===== config.mk =====
export PLATFORM = sky130hd
export DESIGN_NAME = fetch_stage
export DESIGN_NICKNAME = d
export VERILOG_FILES = /design/src/rtl/fetch_stage.sv
export SDC_FILE = /design/constraint.sdc
export NUM_CORES = 1
export LEC_CHECK = 0
export CORE_MARGIN = 5
export CORE_UTILIZATION = 55
export CTS_CLUSTER_DIAMETER = 120
export DETAILED_ROUTE_END_ITERATION = 12
export MAX_ROUTING_LAYER = met4
export PLACE_DENSITY = 0.83
export SETUP_SLACK_MARGIN = 0.5
export SYNTH_ARGS = -nofsm -noshare
export SYNTH_HDL_FRONTEND = slang
export SYNTH_SLANG_ARGS = --single-unit
export TNS_END_PERCENT = 100

===== constraint.sdc =====
create_clock -name clk -period 30.8 [get_ports clk]
set_input_delay 6.16 -clock clk [delete_from_list [all_inputs] [get_ports clk]]
set_output_delay 6.16 -clock clk [all_outputs]
set_load 0.005 [all_outputs]

===== src/rtl/fetch_stage.sv =====
// fetch_stage: LEGv8 instruction fetch unit with IF/ID pipeline register.
//
// Holds the PC and issues one word request at a time to instruction memory
// over a valid/ready handshake. The returned instruction and its PC are
// registered for the decode stage. Handles decode stalls, where an arriving
// word is parked in a hold buffer, and branch redirects, where any in-flight
// wrong-path response is discarded.
//
// Ports:
//   clk, reset      rising-edge clock, asynchronous active-high reset
//   branch_taken    redirect request; branch_target is the new PC (word aligned)
//   id_stall        decode cannot accept; IF/ID register holds
//   imem_req/addr   request valid / address (equals the internal PC)
//   imem_ready      memory accepts the request this cycle
//   imem_rvalid     response valid (one per accepted request, in order)
//   imem_rdata      instruction word
//   if_valid/pc/instr  IF/ID register contents
module fetch_stage #(
  parameter int unsigned       ADDR_W   = 64,
  parameter int unsigned       INSTR_W  = 32,
  parameter logic [ADDR_W-1:0] RESET_PC = '0
) (
  input  logic               clk,
  input  logic               reset,
  input  logic               branch_taken,
  input  logic [ADDR_W-1:0]  branch_target,
  input  logic               id_stall,
  output logic               imem_req,
  output logic [ADDR_W-1:0]  imem_addr,
  input  logic               imem_ready,
  input  logic               imem_rvalid,
  input  logic [INSTR_W-1:0] imem_rdata,
  output logic               if_valid,
  output logic [ADDR_W-1:0]  if_pc,
  output logic [INSTR_W-1:0] if_instr
);

  typedef enum logic [1:0] {
    S_IDLE,
    S_REQ,
    S_WAIT,
    S_HOLD
  } state_t;

  state_t              state, state_n;
  logic [ADDR_W-1:0]   pc, pc_n;
  logic [ADDR_W-1:0]   req_pc, req_pc_n;
  logic                discard, discard_n;
  logic                if_valid_n;
  logic [ADDR_W-1:0]   if_pc_n;
  logic [INSTR_W-1:0]  if_instr_n;
  // Hold buffer contents are meaningful only while in S_HOLD; leaving that
  // state is what drops them, so no separate valid bit is kept.
  logic [ADDR_W-1:0]   hold_pc, hold_pc_n;
  logic [INSTR_W-1:0]  hold_instr, hold_instr_n;

  assign imem_req  = (state == S_REQ);
  assign imem_addr = pc;

  always_ff @(posedge clk or posedge reset) begin
    if (reset) begin
      state      <= S_IDLE;
      pc         <= RESET_PC;
      req_pc     <= '0;
      discard    <= 1'b0;
      if_valid   <= 1'b0;
      if_pc      <= '0;
      if_instr   <= '0;
      hold_pc    <= '0;
      hold_instr <= '0;
    end else begin
      state      <= state_n;
      pc         <= pc_n;
      req_pc     <= req_pc_n;
      discard    <= discard_n;
      if_valid   <= if_valid_n;
      if_pc      <= if_pc_n;
      if_instr   <= if_instr_n;
      hold_pc    <= hold_pc_n;
      hold_instr <= hold_instr_n;
    end
  end

  always_comb begin
    state_n      = state;
    pc_n         = pc;
    req_pc_n     = req_pc;
    discard_n    = discard;
    // Consumed by decode unless stalled; a load below overrides this.
    if_valid_n   = id_stall ? if_valid : 1'b0;
    if_pc_n      = if_pc;
    if_instr_n   = if_instr;
    hold_pc_n    = hold_pc;
    hold_instr_n = hold_instr;

    if (branch_taken) begin
      pc_n         = branch_target & ~ADDR_W'(3);
      if_valid_n   = 1'b0;
      hold_pc_n    = '0;
      hold_instr_n = '0;
      case (state)
        S_IDLE: state_n = S_REQ;
        S_REQ: begin
          // The old-PC request was accepted this cycle; its response is stale.
          if (imem_ready) begin
            discard_n = 1'b1;
            state_n   = S_WAIT;
          end
        end
        S_WAIT: begin
          if (imem_rvalid) begin
            discard_n = 1'b0;
            state_n   = S_REQ;
          end else begin
            discard_n = 1'b1;
          end
        end
        S_HOLD:  state_n = S_REQ;
        default: state_n = S_IDLE;
      endcase
    end else begin
      case (state)
        S_IDLE: state_n = S_REQ;
        S_REQ: begin
          if (imem_ready) begin
            req_pc_n = pc;
            pc_n     = pc + ADDR_W'(4);
            state_n  = S_WAIT;
          end
        end
        S_WAIT: begin
          if (imem_rvalid) begin
            if (discard) begin
              discard_n = 1'b0;
              state_n   = S_REQ;
            end else if (!if_valid || !id_stall) begin
              if_valid_n = 1'b1;
              if_pc_n    = req_pc;
              if_instr_n = imem_rdata;
              state_n    = S_REQ;
            end else begin
              hold_pc_n    = req_pc;
              hold_instr_n = imem_rdata;
              state_n      = S_HOLD;
            end
          end
        end
        S_HOLD: begin
          if (!id_stall) begin
            if_valid_n = 1'b1;
            if_pc_n    = hold_pc;
            if_instr_n = hold_instr;
            state_n    = S_REQ;
          end
        end
        default: state_n = S_IDLE;
      endcase
    end
  end

endmodule


==> impl_results.md <==
* Ys flop type: dfrtp_1
* Remaining DRCs at 0
* Worst EP arrival at roughly 9 ns
* Least-Margin Pin Slew at about 1.1 ns
* Post-Synth XOR/XNOR Area at under 10%
* PwrDens at ~76 nW/um^2
* Fin nets at between 1500 and 2000
* Core area at 25800 sq um
* Total CTS buffers at 34
* Vias/cell at between 5 and 6
* Row count at 59
* CTS Sinks at between 300 and 400
* Hold EP: if_pc[50]
* Dominant cells by area after synthesis: dfrtp_1 56%, nand2_1 9.4%, mux2i_1 6.7%
* WHS Path Cells at 2
* GPL Wtd Cong at 0.865
* Starting Density at a little under three fifths
* Netlist Area Pre-Place at 14300 sq um
* Post-synthesis mux area share at around 11%
* Fin crit period at between 8 and 9 ns
* Fin crit share at 28.0%
* Setup crit start kind: input pin
* Final Non-Filler Cells at around 2000
* Share of the yosys chip area belonging to registers at 55.6%
* Hold_buf cts at 0
* TritonCTS clock tree: yes
* Clock skew at about 0.022 ns
* Initial antenna violation count at 1
* Dpl hpwl at approximately 25 mm
* ANT nets after route at 0
* GRT overflow at 0
* Synth Area in Compound Gates at a little over a tenth
* WHS at ~0.47 ns
* Number of port buffers at about 260
* Clock Latency Late Sink at 0.51 ns
* DP Area at around 17000 sq um
* Reg2reg setup slack at around 27 ns
* Largest net degree at the start of global routing at 119
* Final setup fails at 0
* Via count at 11700
* Hold Fails Final Rpt at 0
* Gates resized, CTS repair at 0
* Die span in y at 171 microns
* YS warnings at 0
* Fmax at around 0.12 GHz
* GRT Util Overall at 27.3%
* Setup Fix Bufs, Post-CTS at 0
* Main combinational cell family by area after synthesis: simple AND/OR/NAND/NOR gates
* Synth-to-layout area growth at 27.5%
* Ys async rst share at 100%
* R2R depth at 6
* Post-synthesis cell type count at 50
* Clock slew at reported path FFs at roughly 0.070 ns
* RSZ-0062 raised after global routing: no
* Clk root buf: clkbuf_16
* Synthesized flop and latch total at ~320
* Die area at 29300 sq um
* Detailed Routing Iterations Pass 1 at 5
* Synth Area in Adders at less than 1%
* Worst-case vdd ir drop at roughly 0.000055 V
* P_leak at ~7.4 nW
* EDFF count, synth at 0
* Count of final max-slew check failures at 0
* Worst reg2reg endpoint: if_instr[29]
* IO Count at roughly 260
* Final wirelength at just under 40 mm
* Status: finished, final reports clean
* Dpl cells at slightly below 2000
* Crit path capture type: register
* Syn Area/Cell at 9.95 sq um
* CP max FO at roughly 120
* Hold crit path type: register to register
* Worst slew margin at about a quarter
* Max-cap violations at 0
* Post-synthesis cell count at 1437
* Filler Cell Count at 1875
* CP required at about 31 ns
* Beginning of the worst hold path: if_pc[50]
* Layout cell share with drive strength beyond 1 at about 8.2%
* Longest Clk Path Bufs at 3
* First-pass GRT wire length at between 60 and 70 mm
* Synth top area share at between 50% and 60%
* CTS H-tree depth at 2
* Cell taking the most area after synthesis: dfrtp_1
* DR iter-0 viols at about 1100
* Fin Setup TNS at 0 ns
* Reg2reg start: state[0]
* Synth Area in Simple Gates at between 10% and 20%
* CP Class: input pin to register
* Die Wd at ~170 microns
* Wirelength per Cell at roughly 19 microns
* Vias in the first global route at between 10000 and 15000
* Post-route cell area at 18200 sq um
[worst max-delay path by stage]
stage / to / from / cells past startpoint
after global placement: imem_addr[63] / imem_ready / 6
after detailed placement: imem_addr[63] / imem_ready / 6
after CTS: imem_addr[63] / imem_ready / 6
final: if_instr[29] / id_stall / 6
after global routing: if_instr[29] / id_stall / 6
after floorplan: discard / reset / 1
[registers in the layout (all words and copies together), names as in the netlist]
signal and cells:
hold_pc 63, if_pc 63, imem_addr 62, req_pc 62, hold_instr 32, if_instr 32
state 2, discard 1, if_valid 1
[cells in the mapped netlist (2+ instances only)]
library cell / n
a21oi_1: 97
a31oi_1: 24
and2_1: 4
and3_1: 8
and4_1: 4
buf_1: 6
buf_4: 3
clkbuf_1: 82
dfrtp_1: 318
ha_1: 4
inv_1: 11
mux2_2: 56
mux2i_1: 96
nand2_1: 357
nand2b_1: 4
nand3_1: 24
nand3_4: 2
nand4_1: 31
nand4_2: 2
nand4b_1: 3
nor2_1: 34
nor2b_1: 3
nor3_1: 9
nor3b_1: 2
nor4_1: 12
nor4_2: 2
nor4_4: 3
o21ai_0: 153
o31a_1: 2
o31ai_1: 8
or3_1: 13
or4_1: 9
xnor2_1: 10
xor2_1: 25
[where the power goes]
| group | total, mW | switching [mW] | leakage (nW) | internal, mW |
|---|---|---|---|---|
| Combinational | 0.371 | 0.161 | 2.79 | 0.210 |
| Sequential | 0.596 | 0.0772 | 4.07 | 0.518 |
| Clock | 0.416 | 0.160 | 0.565 | 0.257 |
| Total | 1.38 | 0.398 | 7.43 | 0.985 |
[final cells by class]
type                            instances  area, sq um  share of cell area (%)
Clock buffer                           51         1040                    5.68
Timing Repair Buffer                  271         2680                    14.7
Sequential cell                       318         7960                    43.6
Multi-Input combinational cell       1016         5970                    32.8
Clock inverter                          6          109                   0.597
Inverter                               12         52.6                   0.288
Tap cell                              335          419                    2.30
Antenna cell                            1         2.50                  0.0137
[kinds of logic after synthesis]
family / Yosys count
muxes: 152
DFF: 318
other: 1
xor gates and xnor gates: 35
adders and majority gates: 4
and+or+nand+nor: 530
AOI/OAI and AO/OA: 293
buffers and inverters: 104
[metrics by stage]
step	total power, mW	worst slack, ns	util, %
6_report	1.38	22.17	70.6
5_1_grt	1.46	21.90	70.6
4_1_cts	1.39	22.21	70.6
3_5_place_dp	0.973	21.70	66.1
3_3_place_gp	0.953	21.76	66.1
2_1_floorplan	0.772	15.84	-
[worst max-delay path: stages]
cell and delay, ns:
clkdlybuf4s50_1 0.54, nand2b_1 0.16, a2bb2oi_1 0.16, or3_4 0.58, buf_4 0.91, o21ai_0 0.29
[cell usage in the layout (no fill, tap or decap), types with 4 or more instances in the layout]
| cell type | netlist | layout |
|---|---|---|
| nand3_1 | 24 | 23 |
| nand4_1 | 31 | 31 |
| and2_1 | 4 | 4 |
| clkbuf_1 | 82 | 6 |
| o21ai_0 | 153 | 153 |
| nand2_1 | 357 | 357 |
| or4_1 | 9 | 9 |
| inv_1 | 11 | 10 |
| nor3_1 | 9 | 9 |
| nor2_1 | 34 | 33 |
| mux2i_1 | 96 | 96 |
| nor4_1 | 12 | 12 |
| or3_1 | 13 | 12 |
| and3_1 | 8 | 8 |
| clkbuf_8 | 0 | 10 |
| o31ai_1 | 8 | 8 |
| clkbuf_16 | 0 | 35 |
| and4_1 | 4 | 4 |
| a21oi_1 | 97 | 97 |
| a31oi_1 | 24 | 24 |
| dfrtp_1 | 318 | 318 |
| buf_4 | 3 | 12 |
| clkdlybuf4s50_1 | 0 | 258 |
| nand2b_1 | 4 | 4 |
| xor2_1 | 25 | 25 |
| mux2_2 | 56 | 56 |
| xnor2_1 | 10 | 10 |
[per-layer routing]
metal  vias up  GRT usage (%)  part of all wire (%)
li1       5400              -                     -
met1      5783           36.4                    42
met2       429           43.5                    48
met3        96           4.02                   6.3
met4         0           9.27                   3.6
met5         -              -                     0
(Power assumes the default switching activity.)
